<file path="config.mk">
export PLATFORM = sky130hd
export DESIGN_NAME = cpu_hs_sender
export DESIGN_NICKNAME = d
export VERILOG_FILES = /design/src/rtl/cpu_hs_pkg.sv /design/src/rtl/hs_fifo.sv /design/src/rtl/cpu_hs_sender.sv
export SDC_FILE = /design/constraint.sdc
export NUM_CORES = 1
export LEC_CHECK = 0
export CAP_MARGIN = 15
export CELL_PAD_IN_SITES_DETAIL_PLACEMENT = 0
export CELL_PAD_IN_SITES_GLOBAL_PLACEMENT = 1
export CORE_ASPECT_RATIO = 0.6
export CORE_UTILIZATION = 49
export CTS_BUF_LIST = sky130_fd_sc_hd__clkbuf_4 sky130_fd_sc_hd__clkbuf_8
export DETAILED_ROUTE_END_ITERATION = 16
export PLACE_DENSITY = 0.83
export SLEW_MARGIN = 40
export SYNTH_ARGS = -nofsm -noshare
export SYNTH_HDL_FRONTEND = slang
export SYNTH_HIERARCHICAL = 1
export SYNTH_SLANG_ARGS = --single-unit
</file>
<file path="constraint.sdc">
create_clock -name clk2 -period 5.8 [get_ports clk2]
set_input_delay 0.58 -clock clk2 [delete_from_list [all_inputs] [get_ports clk2]]
set_output_delay 0.58 -clock clk2 [all_outputs]
set_load 0.02 [all_outputs]
</file>
<file path="src/rtl/cpu_hs_pkg.sv">
// rtl/cpu_hs_pkg.sv - shared defaults and FSM encoding for the handshake sender
package cpu_hs_pkg;

  localparam int DEF_DATA_W  = 2;
  localparam int DEF_DEPTH   = 4;
  localparam int DEF_TIMEOUT = 16;

  typedef enum logic [1:0] {
    ST_IDLE = 2'b00,
    ST_REQ  = 2'b01,
    ST_REL  = 2'b10
  } hs_state_t;

endpackage

</file>
<file path="src/rtl/hs_fifo.sv">
// rtl/hs_fifo.sv - synchronous transmit queue with head-of-queue peek
module hs_fifo
  import cpu_hs_pkg::*;
#(
  parameter int DATA_W = DEF_DATA_W,
  parameter int DEPTH  = DEF_DEPTH,
  localparam int AW    = $clog2(DEPTH)
) (
  input  logic              clk2,
  input  logic              rst2,
  input  logic              push,
  input  logic [DATA_W-1:0] push_data,
  input  logic              pop,
  output logic [DATA_W-1:0] head,
  output logic              full,
  output logic              empty,
  output logic [AW:0]       level
);

  logic [DATA_W-1:0] mem [DEPTH];
  logic [AW-1:0]     wr_ptr;
  logic [AW-1:0]     rd_ptr;
  logic [AW:0]       cnt;
  logic              do_push;
  logic              do_pop;

  assign do_push = push && (cnt != (AW+1)'(DEPTH));
  assign do_pop  = pop && (cnt != '0);

  // Pointers are exactly AW bits wide, so DEPTH being a power of two makes them wrap for free.
  always_ff @(posedge clk2 or negedge rst2) begin
    if (!rst2) begin
      wr_ptr <= '0;
      rd_ptr <= '0;
      cnt    <= '0;
    end else begin
      if (do_push) wr_ptr <= wr_ptr + 1'b1;
      if (do_pop)  rd_ptr <= rd_ptr + 1'b1;
      case ({do_push, do_pop})
        2'b10:   cnt <= cnt + 1'b1;
        2'b01:   cnt <= cnt - 1'b1;
        default: cnt <= cnt;
      endcase
    end
  end

  always_ff @(posedge clk2) begin
    if (do_push) mem[wr_ptr] <= push_data;
  end

  assign head  = mem[rd_ptr];
  assign level = cnt;
  assign full  = (cnt == (AW+1)'(DEPTH));
  assign empty = (cnt == '0);

endmodule

</file>
<file path="src/rtl/cpu_hs_sender.sv">
// rtl/cpu_hs_sender.sv - queued four-phase request/ack sender with sticky error flags
module cpu_hs_sender
  import cpu_hs_pkg::*;
#(
  parameter int DATA_W  = DEF_DATA_W,
  parameter int DEPTH   = DEF_DEPTH,
  parameter int TIMEOUT = DEF_TIMEOUT,
  localparam int LW     = $clog2(DEPTH) + 1
) (
  input  logic              clk2,
  input  logic              rst2,
  input  logic              wr_en,
  input  logic [DATA_W-1:0] wr_data,
  input  logic              ack,
  input  logic              err_clr,
  output logic [DATA_W-1:0] dado,
  output logic              send,
  output logic              full,
  output logic              empty,
  output logic [LW-1:0]     level,
  output logic              ovf_err,
  output logic              tmo_err
);

  localparam int CW = (TIMEOUT < 2) ? 1 : $clog2(TIMEOUT + 1);

  hs_state_t         state;
  logic [CW-1:0]     tcnt;
  logic [CW:0]       tcnt_inc;
  logic              pop;
  logic              tmo_fire;
  logic [DATA_W-1:0] head;

  hs_fifo #(
    .DATA_W (DATA_W),
    .DEPTH  (DEPTH)
  ) u_fifo (
    .clk2      (clk2),
    .rst2      (rst2),
    .push      (wr_en),
    .push_data (wr_data),
    .pop       (pop),
    .head      (head),
    .full      (full),
    .empty     (empty),
    .level     (level)
  );

  assign pop      = (state == ST_REQ) && ack;
  assign tcnt_inc = {1'b0, tcnt} + 1'b1;
  assign tmo_fire = (TIMEOUT != 0) && (state == ST_REQ) && !ack &&
                    (tcnt_inc == (CW+1)'(TIMEOUT));

  always_ff @(posedge clk2 or negedge rst2) begin
    if (!rst2) begin
      state   <= ST_IDLE;
      send    <= 1'b0;
      dado    <= '0;
      tcnt    <= '0;
      ovf_err <= 1'b0;
      tmo_err <= 1'b0;
    end else begin
      // A fresh error event wins over a clear in the same cycle.
      if (wr_en && full)  ovf_err <= 1'b1;
      else if (err_clr)   ovf_err <= 1'b0;
      if (tmo_fire)       tmo_err <= 1'b1;
      else if (err_clr)   tmo_err <= 1'b0;

      case (state)
        ST_IDLE: begin
          if (!empty) begin
            state <= ST_REQ;
            send  <= 1'b1;
            dado  <= head;
            tcnt  <= '0;
          end
        end
        ST_REQ: begin
          if (ack) begin
            state <= ST_REL;
            send  <= 1'b0;
            dado  <= '0;
          end else if (tmo_fire) begin
            // Word stays queued; IDLE will re-issue it.
            state <= ST_IDLE;
            send  <= 1'b0;
            dado  <= '0;
          end else begin
            tcnt <= tcnt_inc[CW-1:0];
          end
        end
        ST_REL: begin
          if (!ack) begin
            if (!empty) begin
              state <= ST_REQ;
              send  <= 1'b1;
              dado  <= head;
              tcnt  <= '0;
            end else begin
              state <= ST_IDLE;
            end
          end
        end
        default: begin
          state <= ST_IDLE;
          send  <= 1'b0;
          dado  <= '0;
        end
      endcase
    end
  end

endmodule
</file>
==> results of run 1 <==
cell type report:
cell class / count / area [sq um]
fill: 200 / 967
sequential: 27 / 716
multi-input combinational: 70 / 583
timing repair buffer: 16 / 155
clock buffer: 3 / 41.3
tap: 32 / 40.0
inverter: 8 / 30.0
clock inverter: 1 / 7.51
registers in the layout, indices dropped and copies added (netlist names):
signal,cells
ovf_err,1
dado,2
state,2
u_fifo/wr_ptr,2
tmo_err,1
tcnt,5
u_fifo/level,3
u_fifo/rd_ptr,2
send,1
u_fifo/mem,8
worst max-delay path, cell delays in order:
cell                              delay (ns)
sky130_fd_sc_hd__clkdlybuf4s50_1        0.51
sky130_fd_sc_hd__and3b_2                0.19
sky130_fd_sc_hd__o31a_2                 0.17
sky130_fd_sc_hd__ha_1                   0.21
sky130_fd_sc_hd__inv_1                  0.08
sky130_fd_sc_hd__fa_1                   0.38
sky130_fd_sc_hd__xor2_1                 0.15
sky130_fd_sc_hd__nor2_1                 0.12
sky130_fd_sc_hd__xor2_1                 0.15
how the worst min path moves through the flow:
stage            start  endpoint  slack (ns)  cells past startpoint
2_1_floorplan     rst2   dado[0]        0.28                      0
3_3_place_gp      send      send        0.49                      2
3_5_place_dp   dado[1]   dado[1]        0.50                      2
4_1_cts           rst2   dado[0]        0.24                      1
5_1_grt           rst2   dado[0]        0.25                      1
6_report          rst2   dado[0]        0.24                      1
metrics by stage:
stage	util, %	instances	total power, mW	hold slack (ns)	area (sq um)
after floorplan	-	105	0.546	0.284	1330
after global placement	60.2	153	0.649	0.486	1530
after detailed placement	60.0	153	0.664	0.502	1520
after CTS	61.9	157	0.774	0.242	1570
after global routing	61.9	157	0.827	0.252	1570
final	61.9	157	0.767	0.238	1570
synth_stat cells (2+ instances only):
master,n,area [sq um]
sky130_fd_sc_hd__xnor2_1,4,35.0
sky130_fd_sc_hd__and2_2,2,15.0
sky130_fd_sc_hd__edfxtp_1,8,240
sky130_fd_sc_hd__nand3_1,6,30.0
sky130_fd_sc_hd__mux2i_1,4,40.0
sky130_fd_sc_hd__xor2_1,5,43.8
sky130_fd_sc_hd__nand3b_1,2,15.0
sky130_fd_sc_hd__and2_1,3,18.8
sky130_fd_sc_hd__nor2_1,2,7.51
sky130_fd_sc_hd__nand2_1,10,37.5
sky130_fd_sc_hd__inv_1,8,30.0
sky130_fd_sc_hd__o21ai_0,6,30.0
sky130_fd_sc_hd__mux4_2,2,45.0
sky130_fd_sc_hd__dfrtp_1,19,475
sky130_fd_sc_hd__ha_1,7,87.6
power groups by stage:
stage	sequential, mW	combinational, mW	clock (mW)
CTS	0.331	0.333	0.110
detailed placement	0.334	0.330	0
floorplan	0.347	0.198	0
global placement	0.331	0.318	0
global route	0.341	0.365	0.120
finish	0.331	0.330	0.106
per-layer routing:
layer,vias to the layer above,GRT usage [%],part of all wire [%]
li1,408,-,-
met1,391,28.2,51
met2,27,27.4,42
met3,2,6.01,6.2
met4,0,2.45,0.59
met5,-,0,0
cells by family (layout without fill, tap and decap cells):
family	after synthesis	count (layout)	synth area share, %
flip-flops	27	27	53.9
AND/OR/NAND/NOR	33	33	15.3
AO/OA/AOI/OAI	13	13	6.97
buffers and inverters	8	28	2.26
adder cells (fa/ha/maj)	8	8	8.10
multiplexers	7	7	7.53
XOR/XNOR	9	9	5.93
==> summary.md, run 1 <==
| Metric | Value |
|---|---|
| Outcome | finished, final reports clean |
| Power share of the clock group | 13.9% |
| Average cell area after synthesis | 12.7 sq um |
| Remaining number of nets flagged by the antenna check after routing | 0 |
| Initial antenna violation count | 0 |
| Sum of overflow across all layers after global routing | 0 |
| Min Tclk post-route | 2.33 ns |
| Finish-stage setup viols | 0 |
| Sum of routed wire length over all layers | 2360 um |
| Resize count post-CTS | 0 |
| Element type at the critical path start | input port |
| Skew final | 0.00452 ns |
| Number of buffers created by CTS | 3 |
| Pint | 476 uW |
| Total of max-cap violations | 0 |
| PD cells | 488 mW/mm^2 |
| Data arrival, critical path | 2.53 ns |
| Worst slew margin | 68.5% |
| Power spent charging and discharging nets | 291 uW |
| Synthesized instance count | 105 |
| Number of nets in the final layout | 141 |
| DR iter-0 viols | 56 |
| Synth async-reset ratio | 70.4% |
| Area inside the core boundary | 0.00254 sq mm |
| Final hold violation count | 0 |
| RSZ-0062 raised after global routing | false |
| Antenna cell count | 0 |
| Reg power frac | 43.2% |
| Setup TNS | 0 ns |
| Clock-pin slew reported for the worst setup and hold paths after clock tree synthesis | 0.09 ns |
| Worst-Margin Slew | 0.473 ns |
| Post-CTS repair timing setup buffer count | 0 |
| Clock Latency Late Sink | 0.27 ns |
| Worst min-delay path category | in2async |
| X dimension of the die | 69.2 um |
| WS Path Type | in2reg |
| Effective utilization at floorplan | 52.3% |
| Crit path max fanout | 4 |
| Via density per instance | 5.27 |
| LEAKAGE | 0.674 nW |
| Post-synth top flop | sky130_fd_sc_hd__dfrtp_1 |
| Number of different library cells in the post-synthesis netlist | 32 |
| Fmax | 0.429 GHz |
| Reg2reg path depth | 9 |
| Syn_nets | 120 |
| Total standard cell area after synthesis | 0.00133 sq mm |
| H-tree level count | 1 |
| Number of clock sinks | 27 |
| Crit path to | u_fifo/level[2] |
| Peak supply drop | 0.335 mV |
| Most used cells in the layout excluding fill and tap cells | sky130_fd_sc_hd__dfrtp_1 (19), sky130_fd_sc_hd__clkdlybuf4s50_1 (15), sky130_fd_sc_hd__nand2_1 (10) |
| FF+latch count, synth | 27 |
| Average wire per standard cell | 15.0 um |
| Layout cell share with drive strength beyond 1 | 13.6% |
| Clock tree from TritonCTS | yes |
| Startpoint of the worst setup timing path | ack |
| R2R Path End | u_fifo/level[2] |
| CTS root buf | sky130_fd_sc_hd__clkbuf_8 |
| Number of port buffers | 16 |
| Total of warnings raised by yosys | 6 |
| Die outline height | 42.3 um |
| Routability congestion estimate from global placement | 0.695 |
| Crit share post-route | 40.2% |
| Most common library cell in the layout ignoring fill and taps | sky130_fd_sc_hd__dfrtp_1 |
| Gate power share | 43.0% |
| Maximum number of pins on one net before global-route repair | 20 |
| Synthesis-to-finish area growth | 18.4% |
| Vias post-DR | 828 |
| Die area | 0.00293 sq mm |
| TritonRoute pass-1 iters | 4 |
| CP required | 6.00 ns |
| Post-placement setup slack | 3.19 ns |
| EDFF count, synth | 8 |
| Reg2reg setup slack | 3.72 ns |
| Sw Share | 37.9% |
| Hold Buf Count CTS | 0 |
| Max Root-Sink Buffers | 2 |
| Kind of end point of the critical path | flip-flop |
| Least setup slack across all paths after layout | 3.47 ns |
| Half-perimeter wire length after placement | 1800 um |
| Row count | 14 |
| Wire length of the first global-routing pass | 4090 um |
| Overall routing resource usage | 18.8% |
| Origin of the critical flop-to-flop path | u_fifo/level[1] |
| Max-slew violation count | 0 |
| Via count of the first global-routing pass | 800 |
| Sequential fraction of the synthesis area | 53.9% |
| Remaining DRCs | 0 |
| I/O pin cnt | 17 |
(Power assumes the default switching activity.)
==> run 2: changes to the inputs <==
- CORE_UTILIZATION: 49 -> 46
- PLACE_DENSITY: 0.83 -> 0.78
- clock period: 5.8 -> 2.2 ns (I/O delays scaled with it)
==> summary.md, run 2 (same netlist as run 1, synthesis figures left out) <==
| Metric | Value |
|---|---|
| Outcome | complete, but fails checks (was finished, final reports clean) |
| Violated checks | DRC |
| Power share of the clock group | 13.3% (was 13.9%) |
| Min Tclk post-route | 2.05 ns |
| H-tree level count | 1 (unchanged) |
| Via count of the first global-routing pass | 825 (was 800) |
| Gate power share | 46.3% (was 43.0%) |
| Die outline height | 43.6 um (was 42.3 um) |
| Sw Share | 37.2% (was 37.9%) |
| Half-perimeter wire length after placement | 1800 um (about the same) |
| Cell Chain, Critical Path | buf_4 -> nor3_1 -> clkdlybuf4s50_1 (was clkdlybuf4s50_1 -> and3b_2 -> o31a_2 -> ha_1 -> inv_1 -> fa_1 -> xor2_1 -> nor2_1 -> xor2_1) |
| RSZ-0062 raised after global routing | false (unchanged) |
| Number of port buffers | 16 (unchanged) |
| Vias post-DR | 809 (was 828) |
| Peak supply drop | 0.638 mV (was 0.335 mV) |
| Reg area | 716 sq um (unchanged) |
| Max FFs per register | 8 (unchanged) |
| Data arrival, critical path | 1.83 ns (was 2.53 ns) |
| Worst slew margin | 71.0% (was 68.5%) |
| Critical path buffer and inverter count | 2 (unchanged) |
| Average wire per standard cell | 14.4 um (was 15.0 um) |
| Sum of overflow across all layers after global routing | 0 (unchanged) |
| Initial antenna violation count | 0 (unchanged) |
| Row count | 14 (unchanged) |
| Final Cell Area | 0.00162 sq mm (was 0.00157 sq mm) |
| Wire length of the first global-routing pass | 4080 um (was 4090 um) |
| Number of clock sinks | 27 (unchanged) |
| Clock tree from TritonCTS | yes (unchanged) |
| Area inside the core boundary | 0.00263 sq mm (was 0.00254 sq mm) |
| Element type at the critical path start | flip-flop (was input port) |
| Remaining DRCs | 2 (was 0) |
| Setup TNS | 0 ns (unchanged) |
| Max-slew violation count | 0 (unchanged) |
| DP Cell Count | 159 (was 153) |
| Effective utilization at floorplan | 50.6% (was 52.3%) |
| Overall power of the completed layout | 2.08 mW (was 767 uW) |
| Clock Latency Late Sink | 0.27 ns (about the same) |
| Kind of cell adding the most delay to the critical path | buffers and inverters (unchanged) |
| Delay of the slowest cell on the worst path | 0.67 ns (was 0.51 ns) |
| Overall routing resource usage | 17.9% (was 18.8%) |
| CP required | 1.98 ns (was 6.00 ns) |
| X dimension of the die | 71.4 um (was 69.2 um) |
| Filler cells | 208 (was 200) |
| Most used cells in the layout excluding fill and tap cells | sky130_fd_sc_hd__dfrtp_1 (19), sky130_fd_sc_hd__clkdlybuf4s50_1 (16), sky130_fd_sc_hd__nand2_1 (10) (was sky130_fd_sc_hd__dfrtp_1 (19), sky130_fd_sc_hd__clkdlybuf4s50_1 (15), sky130_fd_sc_hd__nand2_1 (10)) |
| Max Root-Sink Buffers | 2 (unchanged) |
| Area of combinational cells with multiple inputs | 583 sq um (unchanged) |
| CTS root buf | sky130_fd_sc_hd__clkbuf_8 (unchanged) |
| Number of nets in the final layout | 147 (was 141) |
| LEAKAGE | 0.702 nW (was 0.674 nW) |
| Via density per instance | 4.96 (was 5.27) |
| Slowest CP cell | sky130_fd_sc_hd__clkdlybuf4s50_1 (unchanged) |
| DR iter-0 viols | 48 (was 56) |
| I/O pin cnt | 17 (unchanged) |
| Kind of end point of the critical path | primary output (was flip-flop) |
| Maximum number of pins on one net before global-route repair | 20 (unchanged) |
| Reg power frac | 40.5% (was 43.2%) |
| Routability congestion estimate from global placement | 0.710 (was 0.695) |
| Die area | 0.00311 sq mm (was 0.00293 sq mm) |
| Clock-pin slew reported for the worst setup and hold paths after clock tree synthesis | 0.09 ns (about the same) |
| Synthesis-to-finish area growth | 22.1% (was 18.4%) |
| Register with the most flip-flops | u_fifo/mem (unchanged) |
| WS Path Type | reg2out (was in2reg) |
| Sum of routed wire length over all layers | 2340 um (was 2360 um) |
| Hold Buf Count CTS | 0 (unchanged) |
| Worst-Margin Slew | 0.434 ns (was 0.473 ns) |
| Remaining number of nets flagged by the antenna check after routing | 0 (unchanged) |
| Number of buffers created by CTS | 3 (unchanged) |
| Crit share post-route | 93.3% |
| Pint | 1.31 mW (was 476 uW) |
| TritonRoute pass-1 iters | 10 (was 4) |
| Fmax | 0.487 GHz |
| Resize count post-CTS | 0 (unchanged) |
| Skew final | 0.00298 ns (was 0.00452 ns) |
| Total of max-cap violations | 0 (unchanged) |
| Finish-stage setup viols | 0 (unchanged) |
| Final standard cell count with taps included and fillers excluded | 163 (was 157) |
| Most common library cell in the layout ignoring fill and taps | sky130_fd_sc_hd__dfrtp_1 (unchanged) |
| Final core occ | 61.8% (was 61.9%) |
| Crit path max fanout | 4 (unchanged) |
| Placed standard-cell area | 0.00157 sq mm (was 0.00152 sq mm) |
| Antenna cell count | 0 (unchanged) |
| Layout cell share with drive strength beyond 1 | 16.8% (was 13.6%) |
| Power spent charging and discharging nets | 773 uW (was 291 uW) |
| Worst min-delay path category | in2async (unchanged) |
| PD cells | 1280 mW/mm^2 (was 488 mW/mm^2) |
| Post-CTS repair timing setup buffer count | 0 (unchanged) |
| Final hold violation count | 0 (unchanged) |
[run 2: cell types whose count changed in the layout (fill, tap and decap cells not counted)]
cell	previous run	this run
sky130_fd_sc_hd__clkdlybuf4s50_1	15	16
sky130_fd_sc_hd__buf_4	0	6
sky130_fd_sc_hd__buf_2	1	0
[run 2: area by class of cell]
cell class | instances | area share [%]
sequential | 27 | 44.1
multi-input combinational | 70 | 35.9
timing repair buffer | 22 | 12.6
clock buffer | 3 | 2.54
tap | 32 | 2.47
inverter | 8 | 1.85
clock inverter | 1 | 0.463
[run 2: path summary, 6_finish.rpt]
kind | slack, ns | startpoint | endpoint | cells after the start
max in group asynchronous | 1.72 | rst2 | tcnt[1] | 2
worst max register to register | 0.23 | state[1] | u_fifo/level[2] | 8
worst min register to register | 0.51 | send | send | 2
min in group clk2 | 0.51 | send | send | 2
worst max-delay path | 0.15 | u_fifo/level[1] | empty | 3
worst min-delay path | 0.28 | rst2 | dado[0] | 2
[run 2: stage by stage]
| step | hold WS [ns] | worst slack (ns) |
|---|---|---|
| finish | 0.278 | 0.146 |
| global placement | 0.489 | 0.0801 |
| CTS | 0.286 | 0.123 |
| detailed placement | 0.501 | 0.0472 |
| floorplan | -0.0756 | 0.0815 |
| global route | 0.292 | 0.0379 |
[run 2: power by group through the flow]
stage               clock (mW)  sequential (mW)  combinational [mW]
floorplan                    0            0.915               0.523
global placement             0            0.842               0.953
detailed placement           0            0.852               0.961
CTS                      0.290            0.843               0.971
global route             0.308            0.868                1.07
finish                   0.276            0.842               0.962
[run 2: metal layers]
metal	vias to the layer above	global-route usage (%)	share of wire, %
li1	419	-	-
met2	14	24.6	38
met3	2	5.58	3.0
met1	374	28.2	58
met4	0	2.40	0.60
met5	-	0	0
